## src/rtl/ram_block_mover.sv

```systemverilog
// Block FILL / forward COPY engine that owns the 64x32 data RAM port while busy.
// One command per start pulse; COPY alternates a read cycle and a write cycle per word.
module ram_block_mover #(
  parameter int ADDR_W = 8,
  parameter int DATA_W = 32,
  parameter int LEN_W  = 7
) (
  input  logic              clk,
  input  logic              rst,
  input  logic              start,
  input  logic              mode,
  input  logic [ADDR_W-1:0] src_addr,
  input  logic [ADDR_W-1:0] dst_addr,
  input  logic [LEN_W-1:0]  len,
  input  logic [DATA_W-1:0] fill_data,
  output logic              busy,
  output logic              done,
  output logic              err,
  output logic [LEN_W-1:0]  words_done,
  output logic              Mem_Write,
  output logic [ADDR_W-1:0] Mem_Addr,
  output logic [DATA_W-1:0] M_W_Data,
  input  logic [DATA_W-1:0] M_R_Data
);

  localparam logic [LEN_W-1:0]  MAX_LEN  = LEN_W'(1 << (ADDR_W - 2));
  localparam logic [ADDR_W-1:0] WORD_INC = ADDR_W'(4);
  localparam logic [LEN_W-1:0]  ONE      = LEN_W'(1);

  typedef enum logic [2:0] {
    S_IDLE,
    S_RD,
    S_WR,
    S_FILL,
    S_DONE
  } state_t;

  state_t             r_state;
  state_t             w_state_next;
  logic [ADDR_W-1:0]  r_src_ptr;
  logic [ADDR_W-1:0]  r_dst_ptr;
  logic [LEN_W-1:0]   r_remaining;
  logic [LEN_W-1:0]   r_words_done;
  logic [DATA_W-1:0]  r_fill;
  logic [DATA_W-1:0]  r_buf;
  logic               r_err;
  logic               w_last;
  logic               w_unused;

  // Byte-lane bits of the command addresses are deliberately discarded.
  assign w_unused = ^{src_addr[1:0], dst_addr[1:0]};

  assign w_last     = (r_remaining == ONE);
  assign busy       = (r_state == S_RD) || (r_state == S_WR) || (r_state == S_FILL);
  assign done       = (r_state == S_DONE);
  assign err        = r_err;
  assign words_done = r_words_done;

  always_comb begin
    w_state_next = r_state;
    Mem_Write    = 1'b0;
    Mem_Addr     = '0;
    M_W_Data     = '0;
    case (r_state)
      S_IDLE: begin
        if (start) begin
          if (len > MAX_LEN)
            w_state_next = S_IDLE;
          else if (len == '0)
            w_state_next = S_DONE;
          else
            w_state_next = mode ? S_RD : S_FILL;
        end
      end
      S_FILL: begin
        Mem_Write = 1'b1;
        Mem_Addr  = r_dst_ptr;
        M_W_Data  = r_fill;
        if (w_last)
          w_state_next = S_DONE;
      end
      S_RD: begin
        Mem_Addr     = r_src_ptr;
        w_state_next = S_WR;
      end
      S_WR: begin
        Mem_Write    = 1'b1;
        Mem_Addr     = r_dst_ptr;
        M_W_Data     = r_buf;
        w_state_next = w_last ? S_DONE : S_RD;
      end
      S_DONE:  w_state_next = S_IDLE;
      default: w_state_next = S_IDLE;
    endcase
  end

  always_ff @(posedge clk) begin
    if (rst) begin
      r_state      <= S_IDLE;
      r_src_ptr    <= '0;
      r_dst_ptr    <= '0;
      r_remaining  <= '0;
      r_words_done <= '0;
      r_fill       <= '0;
      r_buf        <= '0;
      r_err        <= 1'b0;
    end else begin
      r_state <= w_state_next;
      r_err   <= 1'b0;
      case (r_state)
        S_IDLE: begin
          if (start) begin
            r_src_ptr    <= {src_addr[ADDR_W-1:2], 2'b00};
            r_dst_ptr    <= {dst_addr[ADDR_W-1:2], 2'b00};
            r_remaining  <= len;
            r_fill       <= fill_data;
            r_words_done <= '0;
            r_err        <= (len > MAX_LEN);
          end
        end
        // Pointer arithmetic is modulo the address width, so 0xFC + 4 wraps to 0x00.
        S_FILL, S_WR: begin
          r_dst_ptr    <= r_dst_ptr + WORD_INC;
          r_words_done <= r_words_done + ONE;
          r_remaining  <= r_remaining - ONE;
        end
        S_RD: begin
          r_buf     <= M_R_Data;
          r_src_ptr <= r_src_ptr + WORD_INC;
        end
        default: ;
      endcase
    end
  end

endmodule

```

## config.mk

```make
export PLATFORM = sky130hd
export DESIGN_NAME = ram_block_mover
export DESIGN_NICKNAME = d
export VERILOG_FILES = /design/src/rtl/ram_block_mover.sv
export SDC_FILE = /design/constraint.sdc
export NUM_CORES = 1
export LEC_CHECK = 0
export ABC_AREA = 1
export BUFFER_PORTS_ARGS = -buffer_cell sky130_fd_sc_hd__clkbuf_2
export CAP_MARGIN = 20
export CORE_UTILIZATION = 35
export DETAILED_ROUTE_END_ITERATION = 7
export PLACE_DENSITY = 0.71
export RECOVER_POWER = 25
export SLEW_MARGIN = 10
export SYNTH_ARGS = -nofsm -noshare
export SYNTH_HDL_FRONTEND = slang
export SYNTH_SLANG_ARGS = --single-unit
```

## constraint.sdc

```tcl
create_clock -name clk -period 2.35 [get_ports clk]
set_clock_uncertainty 0.1 [all_clocks]
set_input_delay 0.1175 -clock clk [delete_from_list [all_inputs] [get_ports clk]]
set_output_delay 0.1175 -clock clk [all_outputs]
set_load 0.02 [all_outputs]
```

==> flow_metrics.py <==
metrics = {
    "outcome": {
        "outcome": "finished clean",
    },
    "yosys": {
        "synth.area.top_cells": "dfxtp_1, o21ai_0, inv_1",
        "synth_xor_area_share_pct": 1.41,
        "synth_simple_gate_area_share_pct": 16.9,
        "synth-compound-area-share_pct": 23.2,
        "ys_ff_latch": 94,
        "syn_area_per_cell_sq_um": 7.38,
        "seq_area_frac_synth_pct": 43.2,
        "synthArstFlopShare_pct": 0,
        "synthAdderAreaFrac_pct": 1.44,
        "ys.flop_type": "dfxtp_1",
        "synthCells": 590,
        "synth_edf_count": 0,
        "synth_top_family_by_area": "compound AO/OA/AOI/OAI gates",
        "synthDominantCellAreaShare_pct": 43.2,
        "synth_cell_types": 39,
        "syn_area_sq_um": 4350,
        "synth_mux_area_share_pct": 0,
        "yosysWarnings": 0,
        "synth_top_cell_by_area": "dfxtp_1",
    },
    "timing": {
        "maxSlewViolCount": 0,
        "finalSetupViolCount": 0,
        "fin_ws_ns": 0.190,
        "hold_viol": 0,
        "worst_pin_slew_ns": 0.596,
        "slew_headroom_pct": 60.3,
        "finalCriticalPeriod_ns": 2.16,
        "hold_ws_ns": 0.0466,
        "min_period_over_period_pct": 91.9,
        "grt_setup_unrepaired": "false",
        "finalSetupTns_ns": 0,
        "fmax_ghz": 0.463,
    },
    "routing": {
        "ant_nets": 0,
        "post-route-drc-count": 0,
        "drt-total-wl_mm": 13.3,
        "viasPerCell": 4.89,
        "num_vias": 4690,
        "drt_iter0_markers": 302,
        "dr.pass1.iters": 5,
        "wl_per_cell_um": 13.9,
    },
    "die": {
        "fp.coreArea_sq_um": 12100,
        "fp-row-count": 40,
        "die_y_um": 114,
        "io_pins": 142,
        "fp.dieW_um": 114,
        "dieArea_sq_um": 12900,
        "initial_utilization_pct": 36.1,
    },
    "final_layout": {
        "n_fill_cell": 1164,
        "drive_gt1_share_pct": 20.4,
        "n_antenna_cell": 0,
        "syn_to_final_growth_pct": 41.5,
        "final_nets": 882,
    },
    "setup_path": {
        "slowest_delay_ns": 0.46,
        "path_max_fanout": 29,
        "worstSetupPathType": "reg -> out",
        "endpoint_kind": "primary output",
        "path_cells": "nand2_4 > inv_1 > nand2_1 > buf_12 > o22ai_1 > clkbuf_2",
        "cp_slowest_cell": "dfxtp_1",
        "worstPathArrival_ns": 1.94,
        "cp.required_ns": 2.13,
        "critPathLaunchType": "register",
    },
    "grt": {
        "gr-total-overflow": 0,
        "track_usage_pct": 21.1,
        "antenna_found_initial": 0,
        "grt_pass1_wl_mm": 21.3,
        "grt_max_degree": 65,
        "grt_pass1_vias": 4474,
    },
    "place": {
        "portBuffers": 135,
        "pre_cts_slack_ns": 0.459,
        "dpl.hpwl_mm": 7.85,
        "gp_congestion": 0.787,
    },
    "pwr": {
        "vdd_drop_max_mv": 0.355,
        "p_leak_nw": 2.63,
        "power.total_mw": 4.33,
        "p_per_area_nw_per_um2": 702,
    },
    "cts": {
        "numCtsBuffers": 9,
        "postCtsSetupBuffers": 0,
        "cts_buffer_depth": 2,
        "cts-root-buf": "clkbuf_16",
        "cts.htree.levels": 3,
        "clk_latency_ns": 0.34,
        "cts_sinks": 94,
        "cts.clk_slew.worst_paths_ns": 0.07,
        "cts_tree": "done",
    },
    "worst_hold_path": {
        "worstHoldPathType": "in -> reg",
    },
    "job": {
        "maxCapViolCount": 0,
    },
}
-- logic make-up (layout without fill, tap and decap cells) --
group | count (synthesis) | count (layout)
AOI/OAI and AO/OA | 184 | 184
xor gates and xnor gates | 7 | 7
adders and majority gates | 5 | 5
buffers and inverters | 140 | 340
DFF | 94 | 94
other | 1 | 2
and+or+nand+nor | 159 | 159
-- metal layers --
layer | part of all wire [%] | wire (um) | track usage, % | vias up
met5 | 0 | 0 | 0 | -
met4 | 1.7 | 230 | 7.37 | 0
met3 | 6.9 | 915 | 6.06 | 19
met2 | 48 | 6340 | 36.6 | 175
met1 | 44 | 5800 | 24.8 | 2152
li1 | - | - | - | 2344
-- registers in the layout, summed over array words and instances, names as in the netlist --
signal	count
err	1
r_remaining	7
r_dst_ptr	6
r_buf	32
r_state	3
words_done	7
r_fill	32
r_src_ptr	6
-- cells in the mapped netlist, types with 2 or more instances --
cell,count
nor2_1,35
o211ai_1,3
a21oi_1,50
nand2_2,2
nand4_1,4
nand2_4,3
o21ai_1,2
nand3_1,53
nor2_2,2
buf_4,4
nand2_1,52
o22ai_1,36
inv_2,4
dfxtp_1,94
a32o_1,2
clkbuf_1,8
xor2_1,5
buf_6,4
nor3_1,3
ha_1,5
o21ai_0,80
buf_2,20
xnor2_1,2
inv_1,96
a31oi_1,6
nor3_2,2
-- area by class of cell --
class / count / area [sq um] / share of cell area (%)
repair buffers: 222 / 1530 / 24.8
flip-flops and latches: 94 / 1880 / 30.6
multi-input cells: 357 / 1870 / 30.3
clock buffers: 13 / 260 / 4.22
well taps: 168 / 210 / 3.41
clock inverters: 3 / 26.3 / 0.426
inverters: 102 / 385 / 6.26
-- power breakdown --
part,switching (mW),internal [mW],total (mW)
clock network,0.626,0.786,1.41
registers,0.0918,1.79,1.88
logic,0.639,0.397,1.04
total,1.36,2.97,4.33
-- through the flow --
stage          cell area (sq um)  util (%)  instances
6_report                    6160      51.1        959
5_1_grt                     6160      51.1        959
4_1_cts                     6180      51.3        959
3_5_place_dp                5110      42.3        864
3_3_place_gp                5110      42.3        864
2_1_floorplan               4360         -        591
-- placed cells by master (no fill, tap or decap), types with 9 or more instances in the layout --
cell,count
nand3_1,53
nor2_1,36
dfxtp_1,93
clkbuf_16,9
o22ai_1,36
clkbuf_2,125
clkbuf_1,12
a21oi_1,50
dlygate4sd3_1,79
o21ai_0,80
inv_1,97
nand2_1,53
-- worst max-delay path: cells and delay by family (launching register included) --
family	cells	cell delay [ns]
AO/OA/AOI/OAI	1	0.21
buffers and inverters	3	0.55
AND/OR/NAND/NOR	2	0.36
flip-flops	1	0.46
-- path summary, 6_finish.rpt --
path | to | cells after the start | slack, ns | from
hold / removal | r_src_ptr[2] | 5 | 0.05 | src_addr[2]
setup / recovery | M_W_Data[18] | 6 | 0.19 | r_state[1]
setup reg to reg | words_done[6] | 9 | 0.36 | r_state[1]
hold reg to reg | r_buf[1] | 2 | 0.35 | r_buf[1]
-- timing repair --
| action | CTS | global route |
|---|---|---|
| resized for setup | 0 | 2 |
| hold buffers | 79 | 0 |
| endpoints found under the setup margin | 0 | 11 |
| hold endpoints to repair | 79 | 0 |
Note: power is estimated with default switching activity, not from simulation.
